<file path="src/rtl/mem_port_arbiter_pkg.sv">
// rtl/mem_port_arbiter_pkg.sv - shared types for the unified memory port arbiter
package mem_port_arbiter_pkg;

    typedef enum logic [2:0] {
        ST_IDLE   = 3'd0,
        ST_I_REQ  = 3'd1,
        ST_I_WAIT = 3'd2,
        ST_D_REQ  = 3'd3,
        ST_D_WAIT = 3'd4,
        ST_RESP   = 3'd5
    } arb_state_t;

    function automatic int strb_width(input int data_w);
        return data_w / 8;
    endfunction

endpackage

</file>
<file path="src/rtl/mem_port_arbiter.sv">
// rtl/mem_port_arbiter.sv - fetch/data arbiter for a single-ported memory bus
module mem_port_arbiter
    import mem_port_arbiter_pkg::*;
#(
    parameter int ADDR_W     = 64,
    parameter int DATA_W     = 64,
    parameter int STARVE_MAX = 4
) (
    input  logic                          clk,
    input  logic                          rst,
    input  logic                          if_req,
    input  logic [ADDR_W-1:0]             if_addr,
    output logic [DATA_W-1:0]             if_rdata,
    output logic                          if_done,
    input  logic                          d_req,
    input  logic                          d_we,
    input  logic [ADDR_W-1:0]             d_addr,
    input  logic [DATA_W-1:0]             d_wdata,
    input  logic [strb_width(DATA_W)-1:0] d_wstrb,
    output logic [DATA_W-1:0]             d_rdata,
    output logic                          d_done,
    output logic                          mem_req,
    output logic                          mem_we,
    output logic [ADDR_W-1:0]             mem_addr,
    output logic [DATA_W-1:0]             mem_wdata,
    output logic [strb_width(DATA_W)-1:0] mem_wstrb,
    input  logic                          mem_gnt,
    input  logic                          mem_rvalid,
    input  logic [DATA_W-1:0]             mem_rdata,
    output logic                          stall_if,
    output logic                          stall_mem,
    output logic                          busy
);

    localparam int CNT_W = $clog2(STARVE_MAX + 1);
    localparam logic [CNT_W-1:0] CNT_MAX = CNT_W'(STARVE_MAX);

    arb_state_t       state, state_next;
    logic [CNT_W-1:0] starve_cnt;
    logic             resp_data;
    logic             grant_i, grant_d;

    // Data wins unless fetch has already watched STARVE_MAX data grants go by.
    always_comb begin
        state_next = state;
        grant_i    = 1'b0;
        grant_d    = 1'b0;
        case (state)
            ST_IDLE: begin
                if (d_req && !(if_req && starve_cnt == CNT_MAX)) begin
                    grant_d    = 1'b1;
                    state_next = ST_D_REQ;
                end else if (if_req) begin
                    grant_i    = 1'b1;
                    state_next = ST_I_REQ;
                end
            end
            ST_I_REQ:  if (mem_gnt)    state_next = ST_I_WAIT;
            ST_I_WAIT: if (mem_rvalid) state_next = ST_RESP;
            ST_D_REQ:  if (mem_gnt)    state_next = ST_D_WAIT;
            ST_D_WAIT: if (mem_rvalid) state_next = ST_RESP;
            ST_RESP:   state_next = ST_IDLE;
            default:   state_next = ST_IDLE;
        endcase
    end

    assign if_done   = (state == ST_RESP) && !resp_data;
    assign d_done    = (state == ST_RESP) && resp_data;
    assign stall_if  = if_req & ~if_done;
    assign stall_mem = d_req & ~d_done;
    assign busy      = (state != ST_IDLE);

    always_ff @(posedge clk) begin
        if (rst) begin
            state      <= ST_IDLE;
            starve_cnt <= '0;
            resp_data  <= 1'b0;
            mem_req    <= 1'b0;
            mem_we     <= 1'b0;
            mem_addr   <= '0;
            mem_wdata  <= '0;
            mem_wstrb  <= '0;
            if_rdata   <= '0;
            d_rdata    <= '0;
        end else begin
            state <= state_next;
            if (grant_d) begin
                mem_req   <= 1'b1;
                mem_we    <= d_we;
                mem_addr  <= d_addr;
                mem_wdata <= d_wdata;
                mem_wstrb <= d_wstrb;
                resp_data <= 1'b1;
                if (!if_req)
                    starve_cnt <= '0;
                else if (starve_cnt != CNT_MAX)
                    starve_cnt <= starve_cnt + 1'b1;
            end
            if (grant_i) begin
                mem_req    <= 1'b1;
                mem_we     <= 1'b0;
                mem_addr   <= if_addr;
                mem_wdata  <= '0;
                mem_wstrb  <= '0;
                resp_data  <= 1'b0;
                starve_cnt <= '0;
            end
            if ((state == ST_I_REQ || state == ST_D_REQ) && mem_gnt)
                mem_req <= 1'b0;
            if (state == ST_I_WAIT && mem_rvalid)
                if_rdata <= mem_rdata;
            // A store's rvalid is only an ack, so load data stays as it was.
            if (state == ST_D_WAIT && mem_rvalid && !mem_we)
                d_rdata <= mem_rdata;
        end
    end

endmodule
</file>
<file path="config.mk">
export PLATFORM = sky130hd
export DESIGN_NAME = mem_port_arbiter
export DESIGN_NICKNAME = d
export VERILOG_FILES = /design/src/rtl/mem_port_arbiter_pkg.sv /design/src/rtl/mem_port_arbiter.sv
export SDC_FILE = /design/constraint.sdc
export NUM_CORES = 1
export LEC_CHECK = 0
export ABC_AREA = 1
export BUFFER_PORTS_ARGS = -buffer_cell sky130_fd_sc_hd__buf_2
export CORE_AREA = 2 2 209 211
export DETAILED_ROUTE_END_ITERATION = 8
export DIE_AREA = 0 0 211 213
export GPL_ROUTABILITY_DRIVEN = 0
export SLEW_MARGIN = 20
export SYNTH_ARGS = -nofsm -noshare
export SYNTH_HDL_FRONTEND = slang
export SYNTH_SLANG_ARGS = --single-unit
</file>
<file path="constraint.sdc">
create_clock -name clk -period 3.1 [get_ports clk]
set_input_delay 0.155 -clock clk [delete_from_list [all_inputs] [get_ports clk]]
set_output_delay 0.155 -clock clk [all_outputs]
set_load 0.005 [all_outputs]
</file>
After elaboration in Yosys (flattened, before gate mapping)

Index checks and enable logic that the tools add are counted.

Logic and storage cells: 64
Flip-flop bits (word level): 273

Eq/ne operators: 12
Reductions and logical operators: 20
Bitwise operators: 4
Mux-type cells: 17
Add/sub/neg operators: 1

Operators with widths:

| cell                                                             | number |
|---|---|
| 64-bit 2-to-1 mux                                                | 2 |
| 3-bit 2-to-1 mux                                                 | 7 |
| 3-bit one-hot mux with 4 select lines                            | 1 |
| 3-bit == test (second input constant)                            | 3 |
| 1-bit logical AND                                                | 8 |
| 1-bit 2-to-1 mux                                                 | 7 |
| 3-bit by 2-bit == test with 1-bit output (second input constant) | 2 |
| 3-bit != test (second input constant)                            | 2 |
| 2-bit OR reduction                                               | 3 |
| 2-bit by 1-bit != test with 1-bit output (second input constant) | 2 |
| 2-bit != test (second input constant)                            | 2 |
| 4-bit AND reduction                                              | 1 |
| 3-bit by 1-bit adder with 3-bit output (second input constant)   | 1 |
| 3-bit by 1-bit == test with 1-bit output (second input constant) | 1 |
| 1-bit zero test                                                  | 3 |
| 3-bit zero test                                                  | 1 |
| 3-bit nonzero test                                               | 1 |
| 1-bit AND                                                        | 2 |
| 1-bit inverter                                                   | 2 |
| 2-bit AND reduction                                              | 1 |
| 2-bit nonzero test                                               | 1 |
| 1-bit logical OR                                                 | 1 |

Logic depth before layout (Yosys ltp)

Word-level depth: 8
Gate-level depth with buffers: 10

Worst setup path after synthesis

No wires, ideal clock.

Path type: flip-flop to flip-flop
Start point: reg starve_cnt[0]
End point: reg mem_addr[44]
Data required time: 2968 ps
Arrival time: 1374 ps
Path slack: 1594 ps
Path buffers: 2
Stages on the path, launching flop included: 11
Setup time: 132 ps
Path through: dfxtp_1 inv_1 ha_1 nand3_1 nand2_1 nor2_4 nor2_2 buf_4 buf_4 nand2_1 a21oi_1

Longest elaborated chain between the ends: 7

Ends and longest elaborated chain:

| item                                                    | RTL line                | RTL |
|---|---|---|
| start, declared                                         | mem_port_arbiter.sv:39  | `logic [CNT_W-1:0] starve_cnt;` |
| start signal, assigned                                  | mem_port_arbiter.sv:97  | `starve_cnt <= starve_cnt + 1'b1;` |
| 3-bit == test (*)                                       | mem_port_arbiter.sv:50  | `if (d_req && !(if_req && starve_cnt == CNT_MAX)) begin` |
| 1-bit logical AND (*)                                   | mem_port_arbiter.sv:50  |  |
| 1-bit zero test (*)                                     | mem_port_arbiter.sv:50  |  |
| 1-bit logical AND (*)                                   | mem_port_arbiter.sv:50  |  |
| 1-bit 2-to-1 mux                                        | mem_port_arbiter.sv:50  |  |
| 1-bit 2-to-1 mux                                        | mem_port_arbiter.sv:48  | `case (state)` |
| 64-bit 2-to-1 mux or 2-bit nonzero test (tied branches) | -                       |  |
| end signal, assigned                                    | mem_port_arbiter.sv:90  | `mem_addr <= d_addr;` |
| end signal, assigned                                    | mem_port_arbiter.sv:102 | `mem_addr <= if_addr;` |
| end, declared                                           | mem_port_arbiter.sv:24  | `output logic [ADDR_W-1:0] mem_addr,` |

Mark *: on every way between the ends. The rest lies on a longest branch, timed or not.
A chain may end at the register's enable or synchronous reset.

Worst setup path in the final report

Start point: reg starve_cnt[0]
End point: reg mem_addr[10]

The elaborated chain is that of the path after synthesis.

==> reports/metrics.cfg <==
[timing]
period_share_pct = 83.5
fin_ws_ns = 0.513
setup_violations = 0
fin_tns_setup_ns = 0
rsz0062_at_grt = false
max_clock_freq_mhz = 387
slew_viol_final = 0
worst_clock_skew_ns = 0.0118
tightest_slew_ns = 0.803
slew_headroom_pct = 46.5
hold_viol_final = 0
post-route-min-period_ns = 2.59

[route]
routed_wl_microns = 41600
first_pass_iters = 6
ant_nets = 0
drc_errors = 0
avgRoutedWirePerCell_microns = 14.7
drt-initial-drc-count = 868
via_per_inst = 4.55
vias = 12900

[cells_and_area]
nets = 2533
layout-drive-gt1-share_pct = 27.0
synthToLayoutAreaGrowth_pct = 60.4
post-route-util_pct = 41.2
final_cells = 2831

[die]
rows = 76
ios = 542
die_y_microns = 213
core_sq_um = 42700
fp.dieW_microns = 211
initial_core_util_pct = 25.7
dieArea_sq_um = 44900

[clock_network]
insertion_delay_ns = 0.57
cts_buffer_depth = 3
clk_pin_slew_worst_paths_ns = 0.06
numClockSinks = 273
ctsResizeCount = 0
cts_inserted_buffers = 30
cts-root-buf = clkbuf_16
tritoncts = yes
h-tree-depth = 1

[logic_synthesis]
synth-xor-area-share_pct = 0
synth_top_family_by_area = simple AND/OR/NAND/NOR gates
syn_nets = 1795
synth_area_sq_um = 11000
synth.distinct_cells = 20
synth-compound-area-share_pct = 15.4
synthSimpleGateAreaFrac_pct = 24.2
synth_fa_ha_area_share_pct = 0.228
synthMuxAreaShare_pct = 0
syn_area_per_cell_sq_um = 7.21
synthCells = 1522
ys_warn_count = 0
yosysSeqAreaShare_pct = 49.8
ys_ff_latch = 273

[global_routing]
grt_pass1_vias = 12800
gr-total-overflow = 0
grt_max_degree = 141
grt_pass1_wl_microns = 64300
grt.total_usage_pct = 17.6
grt_antenna_before_repair = 5

[place]
dp.cells = 2508
dp.final_hpwl_microns = 26900
pre_cts_slack_ns = 0.931
port_buffers = 541

[setup_path]
path_max_fanout = 40
critPathKind = flip-flop to flip-flop
start_kind = flip-flop
cp_data_arrival_time_ns = 3.01
cp-end-kind = flip-flop
cp.required_ns = 3.52

[run]
cap_viol_max_count = 0

[hold_path]
min_path_type = input pin to flip-flop

[pwr]
ir_drop_mv = 0.431
power_density_nw_per_um2 = 707
power_leakage_uw = 0.00843

[status]
status = complete, no violations

[through the flow]
stage / total power, uW / hold WS (ns) / instance area, sq um
2_1_floorplan: 6970 / 0.302 / 11000
3_3_place_gp: 8400 / 0.408 / 14000
3_5_place_dp: 8470 / 0.414 / 14000
4_1_cts: 12600 / 0.00464 / 17600
5_1_grt: 13300 / 0.0363 / 17600
6_report: 12400 / 0.0303 / 17600
[sequential cells by signal (all words and copies together), names as in the netlist]
name / cells
starve_cnt: 3
mem_wdata: 64
resp_data: 1
if_rdata: 64
mem_addr: 64
mem_wstrb: 8
state: 3
mem_req: 1
d_rdata: 64
mem_we: 1
[worst max-delay path, stage by stage, from the launching register on]
cell and delay [ns]:
dfxtp_1 0.35, inv_1 0.07, ha_1 0.19, nand3_1 0.12, nand2_1 0.14, nand2_2 0.48, buf_12 0.29, nand2_1 0.08
nand2_1 0.07, dlygate4sd3_1 0.57, a21oi_1 0.07
[cell families after synthesis]
group                      after synthesis
and+or+nand+nor                        649
AOI/OAI and AO/OA                      338
DFF                                    273
buffers and inverters                  260
adders and majority gates                2
[repair_timing]
item | in CTS | in global routing
buffers inserted | 0 | 0
hold endpoints to repair | 269 | 0
hold buffers | 266 | 0
[final cells by class]
type | instances | area, sq um
repair buffers | 823 | 5550
clock inverters | 9 | 71.3
well taps | 546 | 683
multi-input cells | 989 | 4400
flip-flops and latches | 273 | 5470
diodes | 1 | 2.50
fillers | 4197 | 25100
clock buffers | 47 | 895
inverters | 143 | 538
[layer usage]
metal  GRT usage (%)  up-vias  wire (microns)
met2            32.0      555           20200
met5               0        -              55
met4            7.38        8            1520
li1                -     6308               -
met1            18.8     5900           16200
met3            5.35      103            3670
[worst paths after layout]
path                                            startpoint                   endpoint  slack, ns  cells past startpoint
worst min-delay path                            if_addr[6]   mem_addr[6]$_SDFFE_PP0P_       0.03                      5
worst max-delay path            starve_cnt[0]$_SDFFE_PP0P_  mem_addr[10]$_SDFFE_PP0P_       0.51                     10
worst max register to register  starve_cnt[0]$_SDFFE_PP0P_  mem_addr[10]$_SDFFE_PP0P_       0.51                     10
worst min register to register   if_rdata[45]$_SDFFE_PP0P_  if_rdata[45]$_SDFFE_PP0P_       0.44                      2
[synthesized netlist by cell type, drive strengths merged]
| master | n | area, sq um |
|---|---|---|
| dfxtp | 273 | 5470 |
| nor2 | 146 | 582 |
| ha | 2 | 25.0 |
| nand3 | 9 | 45.0 |
| inv | 143 | 537 |
| clkbuf | 57 | 214 |
| o21ai | 130 | 651 |
| buf | 60 | 385 |
| a21oi | 208 | 1040 |
| nand2 | 429 | 1620 |
| nand4 | 65 | 407 |
[cell usage in the layout (no fill, tap or decap), drive strengths merged]
cell type	count
clkinv	9
dfxtp	273
nand3	9
clkbuf	47
dlygate4sd3	266
nand4	65
nand2	429
o21ai	130
inv	143
a21oi	208
ha	2
nor2	146
diode	1
buf	557
[report_power, final]
part / switching [uW] / internal, uW / leakage (uW) / total (uW)
clock network: 1490 / 1990 / 0.000477 / 3480
logic: 2440 / 1850 / 0.00573 / 4290
registers: 422 / 4250 / 0.00222 / 4680
(Power assumes the default switching activity.)
